==> config.mk <==
export PLATFORM = sky130hd
export DESIGN_NAME = mux_nx1_arb
export DESIGN_NICKNAME = d
export VERILOG_FILES = /design/src/rtl/mux_nx1_arb.sv
export SDC_FILE = /design/constraint.sdc
export NUM_CORES = 1
export LEC_CHECK = 0
export ABC_AREA = 1
export CORE_ASPECT_RATIO = 1.2
export CORE_MARGIN = 5
export CORE_UTILIZATION = 37
export CTS_CLUSTER_SIZE = 30
export DETAILED_ROUTE_END_ITERATION = 8
export PLACE_DENSITY_LB_ADDON = 0.2
export SKIP_LAST_GASP = 1
export SYNTH_ARGS = -nofsm -noshare
export SYNTH_HDL_FRONTEND = slang
export SYNTH_SLANG_ARGS = --single-unit
==> constraint.sdc <==
create_clock -name clk -period 2.6 [get_ports clk]
set_input_delay 0.52 -clock clk [delete_from_list [all_inputs] [get_ports clk]]
set_output_delay 0.52 -clock clk [all_outputs]
set_load 0.01 [all_outputs]
==> src/rtl/mux_nx1_arb.sv <==
`default_nettype none
// +------------------------------------------------------------------------+
// | mux_nx1_arb : N-input registered mux with round-robin/fixed arbiter    |
// | Rev 1.0                                                                |
// +------------------------------------------------------------------------+
module mux_nx1_arb #(
  parameter  int N  = 8,
  parameter  int W  = 8,
  localparam int SW = $clog2(N)
) (
  input  logic           clk,
  input  logic           rst_n,
  input  logic [N*W-1:0] i,
  input  logic [N-1:0]   i_valid,
  output logic [N-1:0]   i_ready,
  input  logic           mode,
  output logic [W-1:0]   out,
  output logic           out_valid,
  input  logic           out_ready,
  output logic [SW-1:0]  out_sel
);

  localparam logic [SW-1:0] C_PTR_RST = SW'(N - 1);

  logic [SW-1:0] r_ptr;
  logic          w_load;
  logic          w_any;
  logic          w_xfer;
  logic [N-1:0]  w_hi;
  logic [SW-1:0] w_rr_idx;
  logic [SW-1:0] w_fp_idx;
  logic [SW-1:0] w_grant;
  logic [W-1:0]  w_grant_data;

  function automatic logic [SW-1:0] f_lowest(input logic [N-1:0] v);
    logic [SW-1:0] idx;
    idx = '0;
    for (int k = N - 1; k >= 0; k--) begin
      if (v[k]) idx = SW'(k);
    end
    return idx;
  endfunction

  assign w_any  = |i_valid;
  assign w_load = !out_valid | out_ready;
  assign w_xfer = w_load & w_any;

  // Round-robin: lowest requester above the last winner, else wrap to the lowest overall.
  always_comb begin
    w_hi = '0;
    for (int k = 0; k < N; k++) begin
      w_hi[k] = i_valid[k] && (k > int'(r_ptr));
    end
  end

  assign w_fp_idx = f_lowest(i_valid);
  assign w_rr_idx = (|w_hi) ? f_lowest(w_hi) : w_fp_idx;
  assign w_grant  = mode ? w_fp_idx : w_rr_idx;

  always_comb begin
    i_ready = '0;
    for (int k = 0; k < N; k++) begin
      i_ready[k] = w_xfer && (int'(w_grant) == k);
    end
  end

  always_comb begin
    w_grant_data = '0;
    for (int k = 0; k < N; k++) begin
      if (int'(w_grant) == k) w_grant_data = i[k*W +: W];
    end
  end

  always_ff @(posedge clk or negedge rst_n) begin
    if (!rst_n) begin
      out       <= '0;
      out_valid <= 1'b0;
      out_sel   <= '0;
      r_ptr     <= C_PTR_RST;
    end else if (w_xfer) begin
      out       <= w_grant_data;
      out_sel   <= w_grant;
      out_valid <= 1'b1;
      r_ptr     <= w_grant;
    end else if (out_ready) begin
      out_valid <= 1'b0;
    end
  end

endmodule
`default_nettype wire

==> results of run 1 <==
[routing by layer]
metal	part of all wire [%]	wire, um
met1	36	2490
met4	3.0	211
met5	0	0
met3	7.7	537
met2	53	3700
[kinds of logic (layout without fill, tap and decap cells)]
group | after synthesis | in the layout | synth area share [%]
buffers and inverters | 33 | 181 | 8.45
and+or+nand+nor | 188 | 188 | 59.2
AOI/OAI and AO/OA | 19 | 19 | 7.96
DFF | 15 | 15 | 24.4
[critical path, cell delays in order (launching register included)]
cell     delay, ns
dfstp_2       0.65
nand2_2       0.12
nand2_2       0.10
nand2_4       0.08
nor2_4        0.13
nand2_4       0.09
nand2_8       0.11
inv_4         0.05
nand3_4       0.06
nand2_4       0.09
nor3_4        0.19
inv_2         0.08
nor2_4        0.11
buf_6         0.11
[how the worst max path moves through the flow]
stage	depth (start not counted)	slack (ns)	from	endpoint
2_1_floorplan	10	0.24	i_valid[1]	i_ready[1]
3_3_place_gp	12	-0.64	i_valid[7]	i_ready[3]
3_5_place_dp	14	-0.68	i_valid[1]	i_ready[3]
4_1_cts	12	-0.07	r_ptr[0]	i_ready[7]
5_1_grt	11	-0.25	i_valid[7]	i_ready[5]
6_report	13	-0.14	r_ptr[2]	i_ready[7]
[state kept, by name (all words and copies together), names as in the netlist]
name,count
r_ptr,3
out_sel,3
out,8
out_valid,1
[synthesized netlist by cell type, drive strengths merged]
cell	instances
inv	29
nor2	34
and3	1
a21oi	10
buf	2
nand2	100
dfstp	3
dfrtp	12
clkbuf	2
a31oi	1
a22oi	1
nor4	2
o21ai	7
nor3	7
nand4	12
nand3	32
[power by group through the flow]
stage / sequential (mW) / combinational, mW / clock [mW]
after floorplan: 0.386 / 0.394 / 0
after global placement: 0.362 / 0.883 / 0
after detailed placement: 0.364 / 0.893 / 0
after CTS: 0.361 / 0.937 / 0.191
after global routing: 0.382 / 1.16 / 0.203
final: 0.374 / 1.07 / 0.188
[timing repair]
item                       4_1_cts  5_1_grt
cloned                           0        0
pin swaps                       15       26
gates resized for setup         58       46
setup endpoints to repair        8       15
setup buffers                    8       10
[layout make-up]
cell class | count | area share [%]
clock buffer | 3 | 1.28
clock inverter | 1 | 0.155
inverter | 29 | 3.76
multi-input combinational | 207 | 39.4
sequential | 15 | 11.7
tap | 54 | 2.09
timing repair buffer | 148 | 41.6
[per-stage QoR]
step | setup slack (ns) | TNS [ns]
2_1_floorplan | 0.244 | 0
3_3_place_gp | -0.636 | -5.71
3_5_place_dp | -0.682 | -5.84
4_1_cts | -0.0689 | -0.0866
5_1_grt | -0.246 | -1.90
6_report | -0.138 | -0.869
==> impl_metrics.env, run 1 <==
export IMPL_clockBufferDepth=2
export IMPL_r2r_end="out[2]"
export IMPL_crit_required_ns=2.08
export IMPL_p_leak_nw=1.54
export IMPL_p_clk_share_pct=11.5
export IMPL_swShare_pct=41.7
export IMPL_ios=96
export IMPL_slew_headroom_pct=57.5
export IMPL_crit_arrival_ns=2.22
export IMPL_finalCriticalPeriod_ns=2.74
export IMPL_dp_cells=436
export IMPL_setup_viol_count_final=8
export IMPL_worst_setup_path_type="flip-flop to output port"
export IMPL_cts_tree="done"
export IMPL_hold_ws_ns=0.486
export IMPL_core_area_sq_um=4000
export IMPL_grt_antenna_before_repair=0
export IMPL_numClockSinks=15
export IMPL_worstSetupStartpointType="flip-flop"
export IMPL_whs_path_depth=2
export IMPL_syn_area_per_cell_sq_um=6.10
export IMPL_post_route_period_util_pct=105
export IMPL_finalMaxSlewViolations=0
export IMPL_skew_ns=0.00123
export IMPL_grt_busiest_layer="met2"
export IMPL_avgRoutedWirePerCell_um=15.2
export IMPL_die_w_um=69.2
export IMPL_postSynthCellCount=255
export IMPL_rrSetupSlack_ns=0.08
export IMPL_maxClockFrequency_ghz=0.365
export IMPL_n_fill_cell=302
export IMPL_ff_latch_area_sq_um=379
export IMPL_p_int_mw=0.954
export IMPL_synth_seq_cells=15
export IMPL_drt_first_pass_iters=4
export IMPL_switchingPower_mw=0.683
export IMPL_ys_warnings_count=0
export IMPL_pwr_share_comb_pct=65.7
export IMPL_layout_common_cells="80 x clkdlybuf4s50_1, 79 x nand2_1, 47 x buf_4"
export IMPL_h_tree_depth=1
export IMPL_cts_root_buf="clkbuf_8"
export IMPL_grt_pass1_wl_mm=9.76
export IMPL_final_util_pct=80.7
export IMPL_die_y_um=81.0
export IMPL_yosysTopAreaCellShare_pct=21.7
export IMPL_seqPwrFrac_pct=22.9
export IMPL_syn_area_sq_um=1560
export IMPL_nNetsFinal=480
export IMPL_ir_drop_v=0.000478
export IMPL_area_growth_syn_to_layout_pct=108
export IMPL_hold_end="out_sel[1]"
export IMPL_dpl_hpwl_mm=4.86
export IMPL_rr_worst_depth=15
export IMPL_rsz0062_at_grt="yes"
export IMPL_yosysSeqAreaShare_pct=24.4
export IMPL_place_gp_congestion=0.843
export IMPL_start_util_pct=38.8
export IMPL_num_rows=25
export IMPL_place_area_sq_um=2840
export IMPL_multi_input_area_sq_um=1270
export IMPL_layout_drive_gt1_share_pct=32.5
export IMPL_grt_max_degree=18
export IMPL_p_total_mw=1.64
export IMPL_synth_distinct_cells=30
export IMPL_dieArea_sq_um=5610
export IMPL_p_per_area_nw_per_um2=506
export IMPL_max_cap_violations=0
export IMPL_avgViaCountPerCell=5.00
export IMPL_routed_wl_mm=6.94
export IMPL_grt_use_total_pct=21.3
export IMPL_grtUsageMet3_pct=6.68
export IMPL_final_cells=457
export IMPL_design_area_sq_um=3230
export IMPL_hp_start="out_sel[1]"
export IMPL_path_max_fanout=5
export IMPL_cts_made_buffers=3
export IMPL_use_met1_pct=22.4
export IMPL_layout_setup_ws_ns=-0.138
export IMPL_use_met2_pct=40.9
export IMPL_endpoint_kind="output port"
export IMPL_insertedDiodeCount=0
export IMPL_remaining_drc_errors=0
export IMPL_hold_viol=0
export IMPL_drtIter0Drc=68
export IMPL_overflow=0
export IMPL_clock_latency_ns=0.25
export IMPL_synth_largest_area_cell="nand2_1"
export IMPL_cts_hold_buf=0
export IMPL_layout_commonest_cell="clkdlybuf4s50_1"
export IMPL_failed_checks="setup timing"
export IMPL_hold_class="flip-flop to flip-flop"
export IMPL_port_buffers=95
export IMPL_cts_clk_slew_worst_paths_ns=0.06
export IMPL_synthTopCellsByArea="nand2_1 22%, dfrtp_1 19%, nand3_1 9.3%"
export IMPL_ant_nets=0
export IMPL_worstReg2RegStart="r_ptr[2]"
export IMPL_grt_pass1_vias=2196
export IMPL_synth_nets=331
export IMPL_max_slew_worst_pin_slew_ns=0.635
export IMPL_status="finished, violations left"
export IMPL_vias=2287
Note: power is estimated with default switching activity, not from simulation.
==> inputs of run 2 (changes only) <==
==> constraint.sdc (replaced) <==
create_clock -name clk -period 3.05 [get_ports clk]
set_input_delay 0.61 -clock clk [delete_from_list [all_inputs] [get_ports clk]]
set_output_delay 0.61 -clock clk [all_outputs]
set_load 0.01 [all_outputs]
==> run 2 against run 1 <==
Effect of this change:
- the run now ends clean
- register-to-register slack gained 0.44 ns
- worst setup slack improved by 0.33 ns
- clock skew is 0.0017 ns higher
- final area decreased by 9.6%
- non-clock buffer count is 21 lower
- via count decreased by 4.0%
- critical path type is now input pin to output port
- count of clock-buffer cells in the layout unchanged
- wire length shrank 13%
- sequential power decreased by 18%
- combinational power fell by 27%
==> impl_metrics.env, run 2 (synthesized netlist as in run 1, its figures left out) <==
export IMPL_cts_hold_buf=0
export IMPL_p_clk_share_pct=12.8
export IMPL_endpoint_kind="output port"
export IMPL_final_cells=436
export IMPL_clock_latency_ns=0.25
export IMPL_die_w_um=69.2
export IMPL_place_gp_congestion=0.861
export IMPL_max_cap_violations=0
export IMPL_met1Wirelength_mm=2.10
export IMPL_numClockSinks=15
export IMPL_grt_use_total_pct=20.4
export IMPL_cts_tree="done"
export IMPL_grt_pass1_vias=2175
export IMPL_overflow=0
export IMPL_regMostFlops="out"
export IMPL_fin_setup_tns_ns=0
export IMPL_vias=2195
export IMPL_finalMaxSlewViolations=0
export IMPL_grt_antenna_before_repair=0
export IMPL_start_util_pct=38.8
export IMPL_wl_met3_um=614
export IMPL_nNetsFinal=459
export IMPL_remaining_drc_errors=0
export IMPL_ant_nets=0
export IMPL_core_area_sq_um=4000
export IMPL_max_slew_worst_pin_slew_ns=0.673
export IMPL_p_int_mw=0.741
export IMPL_ios=96
export IMPL_die_y_um=81.0
export IMPL_drt_first_pass_iters=4
export IMPL_rsz0062_at_grt="no"
export IMPL_path_max_fanout=5
export IMPL_p_per_area_nw_per_um2=428
export IMPL_post_route_period_util_pct=93.7
export IMPL_dp_cells=430
export IMPL_routed_wl_mm=6.03
export IMPL_avgRoutedWirePerCell_um=13.8
export IMPL_clockBufferDepth=2
export IMPL_pwr_share_comb_pct=62.8
export IMPL_maxClockFrequency_ghz=0.350
export IMPL_skew_ns=0.00296
export IMPL_crit_required_ns=2.44
export IMPL_cts_clk_slew_worst_paths_ns=0.06
export IMPL_layout_commonest_cell="nand2_1"
export IMPL_switchingPower_mw=0.511
export IMPL_largestRegisters="out x8, out_sel x3, r_ptr x3"
export IMPL_area_growth_syn_to_layout_pct=87.9
export IMPL_ir_drop_v=0.000451
export IMPL_hold_class="flip-flop to flip-flop"
export IMPL_cts_made_buffers=3
export IMPL_layout_setup_ws_ns=0.193
export IMPL_drtIter0Drc=124
export IMPL_pre_cts_ws_ns=-0.459
export IMPL_insertedDiodeCount=0
export IMPL_grt_max_degree=19
export IMPL_cts_root_buf="clkbuf_8"
export IMPL_top_layer="met4"
export IMPL_crit_arrival_ns=2.25
export IMPL_finalCriticalPeriod_ns=2.86
export IMPL_worstSetupStartpointType="input pin"
export IMPL_grt_pass1_wl_mm=9.36
export IMPL_avgViaCountPerCell=5.03
export IMPL_layout_common_cells="84 x nand2_1, 80 x clkdlybuf4s50_1, 32 x buf_4"
export IMPL_final_util_pct=73.0
export IMPL_status="finished, final reports clean"
export IMPL_largest_reg_flops=8
export IMPL_h_tree_depth=1
export IMPL_swShare_pct=40.8
export IMPL_setup_viol_count_final=0
export IMPL_seqPwrFrac_pct=24.5
export IMPL_dieArea_sq_um=5610
export IMPL_slew_headroom_pct=55.0
export IMPL_p_leak_nw=1.41
export IMPL_layout_drive_gt1_share_pct=25.4
export IMPL_dpl_hpwl_mm=4.88
export IMPL_wl_met2_mm=3.22
export IMPL_n_fill_cell=359
export IMPL_worst_setup_path_type="input pin to output port"
export IMPL_num_rows=25
export IMPL_port_buffers=95
export IMPL_hold_ws_ns=0.485
export IMPL_hold_viol=0
==> run 2: cell types whose count changed in the layout (fill, tap and decap cells not counted), sizes merged <==
cell / before / now
buf: 61 / 36
dlymetal6s2s: 0 / 4
clkbuf: 3 / 5
dlygate4sd2: 7 / 3
clkdlybuf4s15: 0 / 2
==> run 2: per-stage QoR <==
stage / area, sq um / power (mW)
after global routing: 2920 / 1.34
final: 2920 / 1.25
after floorplan: 1560 / 0.665
after global placement: 2780 / 1.05
after CTS: 2870 / 1.24
after detailed placement: 2780 / 1.06
==> run 2: final cells by class <==
type | instances | area (sq um) | share of cell area, %
clock inverter | 1 | 5.00 | 0.171
timing repair buffer | 127 | 1170 | 40.2
sequential | 15 | 379 | 13.0
multi-input combinational | 207 | 1140 | 39.1
clock buffer | 3 | 41.3 | 1.41
inverter | 29 | 111 | 3.81
tap | 54 | 67.6 | 2.31
==> run 2: worst paths after layout <==
check                        endpoint        from  slack [ns]  cells past startpoint
max                        i_ready[4]  i_valid[4]        0.19                     11
min                            out[4]      out[4]        0.48                      2
max reg2reg                    out[3]    r_ptr[2]        0.52                     17
min reg2reg                    out[4]      out[4]        0.48                      2
max in group asynchronous      out[1]       rst_n        1.85                      1
min in group asynchronous      out[6]       rst_n        0.77                      1
==> run 2: repair_timing <==
action,4_1_cts,5_1_grt
endpoints found under the setup margin,8,8
buffers inserted,0,2
gates resized for setup,33,29
pin swaps,1,11
==> run 2: critical path: stages <==
cell,delay [ns]
dlygate4sd2_1,0.28
nand2_2,0.12
nand2_1,0.06
nor2_1,0.16
nand2_2,0.12
nand2_4,0.15
a21oi_4,0.08
inv_2,0.13
nand2_2,0.12
nor2_1,0.14
clkdlybuf4s15_1,0.27
==> run 2: power groups by stage <==
stage                     Combinational (mW)  Sequential, mW  Clock (mW)
after CTS                              0.768           0.305       0.162
final                                  0.785           0.306       0.160
after global routing                   0.853           0.316       0.171
after global placement                 0.739           0.308           0
after detailed placement               0.751           0.308           0
after floorplan                        0.336           0.329           0
==> run 2: layer usage <==
layer  track usage, %  up-vias
li1                 -     1078
met1             19.7      993
met2             40.6      109
met3             8.04       15
met4             4.49        0
met5                0        -
==> inputs of run 3 (changes only) <==
--- a/config.mk
+++ b/config.mk
@@ -11,7 +11,8 @@
 export CORE_UTILIZATION = 37
 export CTS_CLUSTER_SIZE = 30
 export DETAILED_ROUTE_END_ITERATION = 8
-export PLACE_DENSITY_LB_ADDON = 0.2
+export PLACE_DENSITY = 0.77
+export REMOVE_ABC_BUFFERS = 1
 export SKIP_LAST_GASP = 1
 export SYNTH_ARGS = -nofsm -noshare
 export SYNTH_HDL_FRONTEND = slang
==> run 3 against run 2 <==
Effect of this change:
- cell count down 0.69%
- non-clock buffer count down 3
- global-route usage down 0.73 points
- clock power hardly changed
- sequential cell count unchanged
- sequential power is essentially flat
- sequential share of layout area grew 0.42 points
- core utilization shrank 2.3 points
- critical path type unchanged
- largest cell class unchanged
- largest power group unchanged
==> impl_metrics.env, run 3 (synthesized netlist as in run 1, its figures left out) <==
export IMPL_largest_reg_flops=8
export IMPL_rrSetupSlack_ns=0.63
export IMPL_crit_arrival_ns=2.38
export IMPL_setup_viol_count_final=0
export IMPL_cts_clk_slew_worst_paths_ns=0.06
export IMPL_crit_chain="clkdlybuf4s50_1 > inv_1 > nor2_2 > nand2_2 > nand2_1 > nor2_1 > nand2_2 > nand2_4 > a21oi_4 > buf_4 > nor3_4 > inv_2 > nor2_2 > clkbuf_2"
export IMPL_nNetsFinal=456
export IMPL_start_util_pct=38.8
export IMPL_numClockSinks=15
export IMPL_cts_made_buffers=3
export IMPL_clock_latency_ns=0.25
export IMPL_die_w_um=69.2
export IMPL_r2r_end="out[4]"
export IMPL_layout_drive_gt1_share_pct=23.0
export IMPL_slowest_delay_ns=0.40
export IMPL_cp_slowest_cell="clkdlybuf4s50_1"
export IMPL_ios=96
export IMPL_pre_cts_ws_ns=-0.381
export IMPL_path_delay_family="buffers and inverters"
export IMPL_routed_wl_mm=5.80
export IMPL_drt_first_pass_iters=5
export IMPL_endpoint_kind="output port"
export IMPL_cp_startpoint="i_valid[1]"
export IMPL_regMostFlops="out"
export IMPL_clockBufferDepth=2
export IMPL_max_cap_violations=0
export IMPL_vias=2114
export IMPL_rr_worst_depth=14
export IMPL_h_tree_depth=1
export IMPL_die_y_um=81.0
export IMPL_maxClockFrequency_ghz=0.334
export IMPL_worstSetupEndpoint="i_ready[7]"
export IMPL_grt_use_total_pct=19.6
export IMPL_num_rows=25
export IMPL_p_leak_nw=1.37
export IMPL_grt_pass1_wl_mm=9.10
export IMPL_insertedDiodeCount=0
export IMPL_max_slew_worst_pin_slew_ns=0.663
export IMPL_skew_ns=0.00371
export IMPL_core_area_sq_um=4000
export IMPL_layout_commonest_cell="nand2_1"
export IMPL_slew_headroom_pct=55.7
export IMPL_rsz0062_at_grt="yes"
export IMPL_cts_tree="done"
export IMPL_grt_max_degree=18
export IMPL_path_max_fanout=5
export IMPL_worst_setup_path_type="input pin to output port"
export IMPL_cts_setup_buffers=0
export IMPL_finalCriticalPeriod_ns=2.99
export IMPL_layout_setup_ws_ns=0.0567
export IMPL_avgRoutedWirePerCell_um=13.4
export IMPL_dieArea_sq_um=5610
export IMPL_drtIter0Drc=44
export IMPL_ant_nets=0
export IMPL_hold_viol=0
export IMPL_worstReg2RegStart="r_ptr[0]"
export IMPL_cp_depth=14
export IMPL_ir_drop_v=0.000385
export IMPL_overflow=0
export IMPL_final_util_pct=70.7
export IMPL_dpl_hpwl_mm=4.81
export IMPL_hold_class="flip-flop to flip-flop"
export IMPL_hold_ws_ns=0.479
export IMPL_p_per_area_nw_per_um2=433
export IMPL_post_route_period_util_pct=98.1
export IMPL_avgViaCountPerCell=4.88
export IMPL_port_buffers=95
export IMPL_grt_antenna_before_repair=0
export IMPL_cts_root_buf="clkbuf_8"
export IMPL_remaining_drc_errors=0
export IMPL_worstSetupStartpointType="input pin"
export IMPL_layout_common_cells="89 x nand2_1, 86 x clkdlybuf4s50_1, 29 x buf_4"
export IMPL_crit_buf_inv=5
export IMPL_largestRegisters="out x8, out_sel x3, r_ptr x3"
export IMPL_finalMaxSlewViolations=0
export IMPL_crit_required_ns=2.44
export IMPL_grt_pass1_vias=2093
export IMPL_p_total_mw=1.23
export IMPL_place_gp_congestion=0.862
export IMPL_status="finished, final reports clean"
export IMPL_area_growth_syn_to_layout_pct=82.0
-- run 3: changes by cell type in the layout (fill, tap and decap cells not counted), moves of 3 or more --
cell | before | now
clkdlybuf4s50_1 | 80 | 86
nand2_1 | 84 | 89
nand2_2 | 12 | 7
buf_4 | 32 | 29
dlygate4sd2_1 | 3 | 0
dlymetal6s2s_1 | 4 | 1
-- run 3: stage by stage --
| step | std cells | setup TNS [ns] | instance area [sq um] |
|---|---|---|---|
| global route | 433 | -0.0362 | 2830 |
| floorplan | 251 | 0 | 1540 |
| finish | 433 | 0 | 2830 |
| CTS | 433 | -0.114 | 2830 |
| global placement | 429 | -2.28 | 2770 |
| detailed placement | 429 | -2.40 | 2770 |
-- run 3: cell type report --
type,instances,area (sq um)
Clock buffer,3,41.3
Clock inverter,1,5.00
Fill cell,381,1170
Inverter,29,111
Multi-Input combinational cell,207,1090
Sequential cell,15,379
Tap cell,54,67.6
Timing Repair Buffer,124,1130
-- run 3: worst reg2reg max path: cells and delay by family (launching register included) --
kind / cells / cell delay, ns
and+or+nand+nor: 10 / 1.26
DFF: 1 / 0.59
AOI/OAI and AO/OA: 2 / 0.21
buffers and inverters: 2 / 0.31
-- run 3: timing repair --
item	CTS	global route
hold endpoints to repair	0	0
pin swaps	1	2
endpoints found under the setup margin	8	8
resized for setup	21	24
hold buffers	0	0
gates cloned	0	0
-- run 3: worst min path at each step --
stage	cells past startpoint	startpoint	end	slack (ns)
final	2	out[4]	out[4]	0.48
after CTS	2	out[7]	out[7]	0.48
after floorplan	0	rst_n	out[0]	0.31
after detailed placement	2	out[7]	out[7]	0.46
after global placement	2	out[0]	out[0]	0.46
after global routing	2	out[7]	out[7]	0.50
-- run 3: metal layers --
metal  vias up  global-route usage, %  routed length [um]
li1       1078                      -                   -
met1       945                   19.7                2150
met2        79                   40.2                3190
met3        12                   4.95                 358
met4         0                   4.69                 104
met5         -                      0                   0
-- run 3: power by group --
part	total (mW)	internal [mW]	switching (mW)
logic	0.757	0.376	0.381
registers	0.308	0.266	0.0424
clock network	0.161	0.0904	0.0704
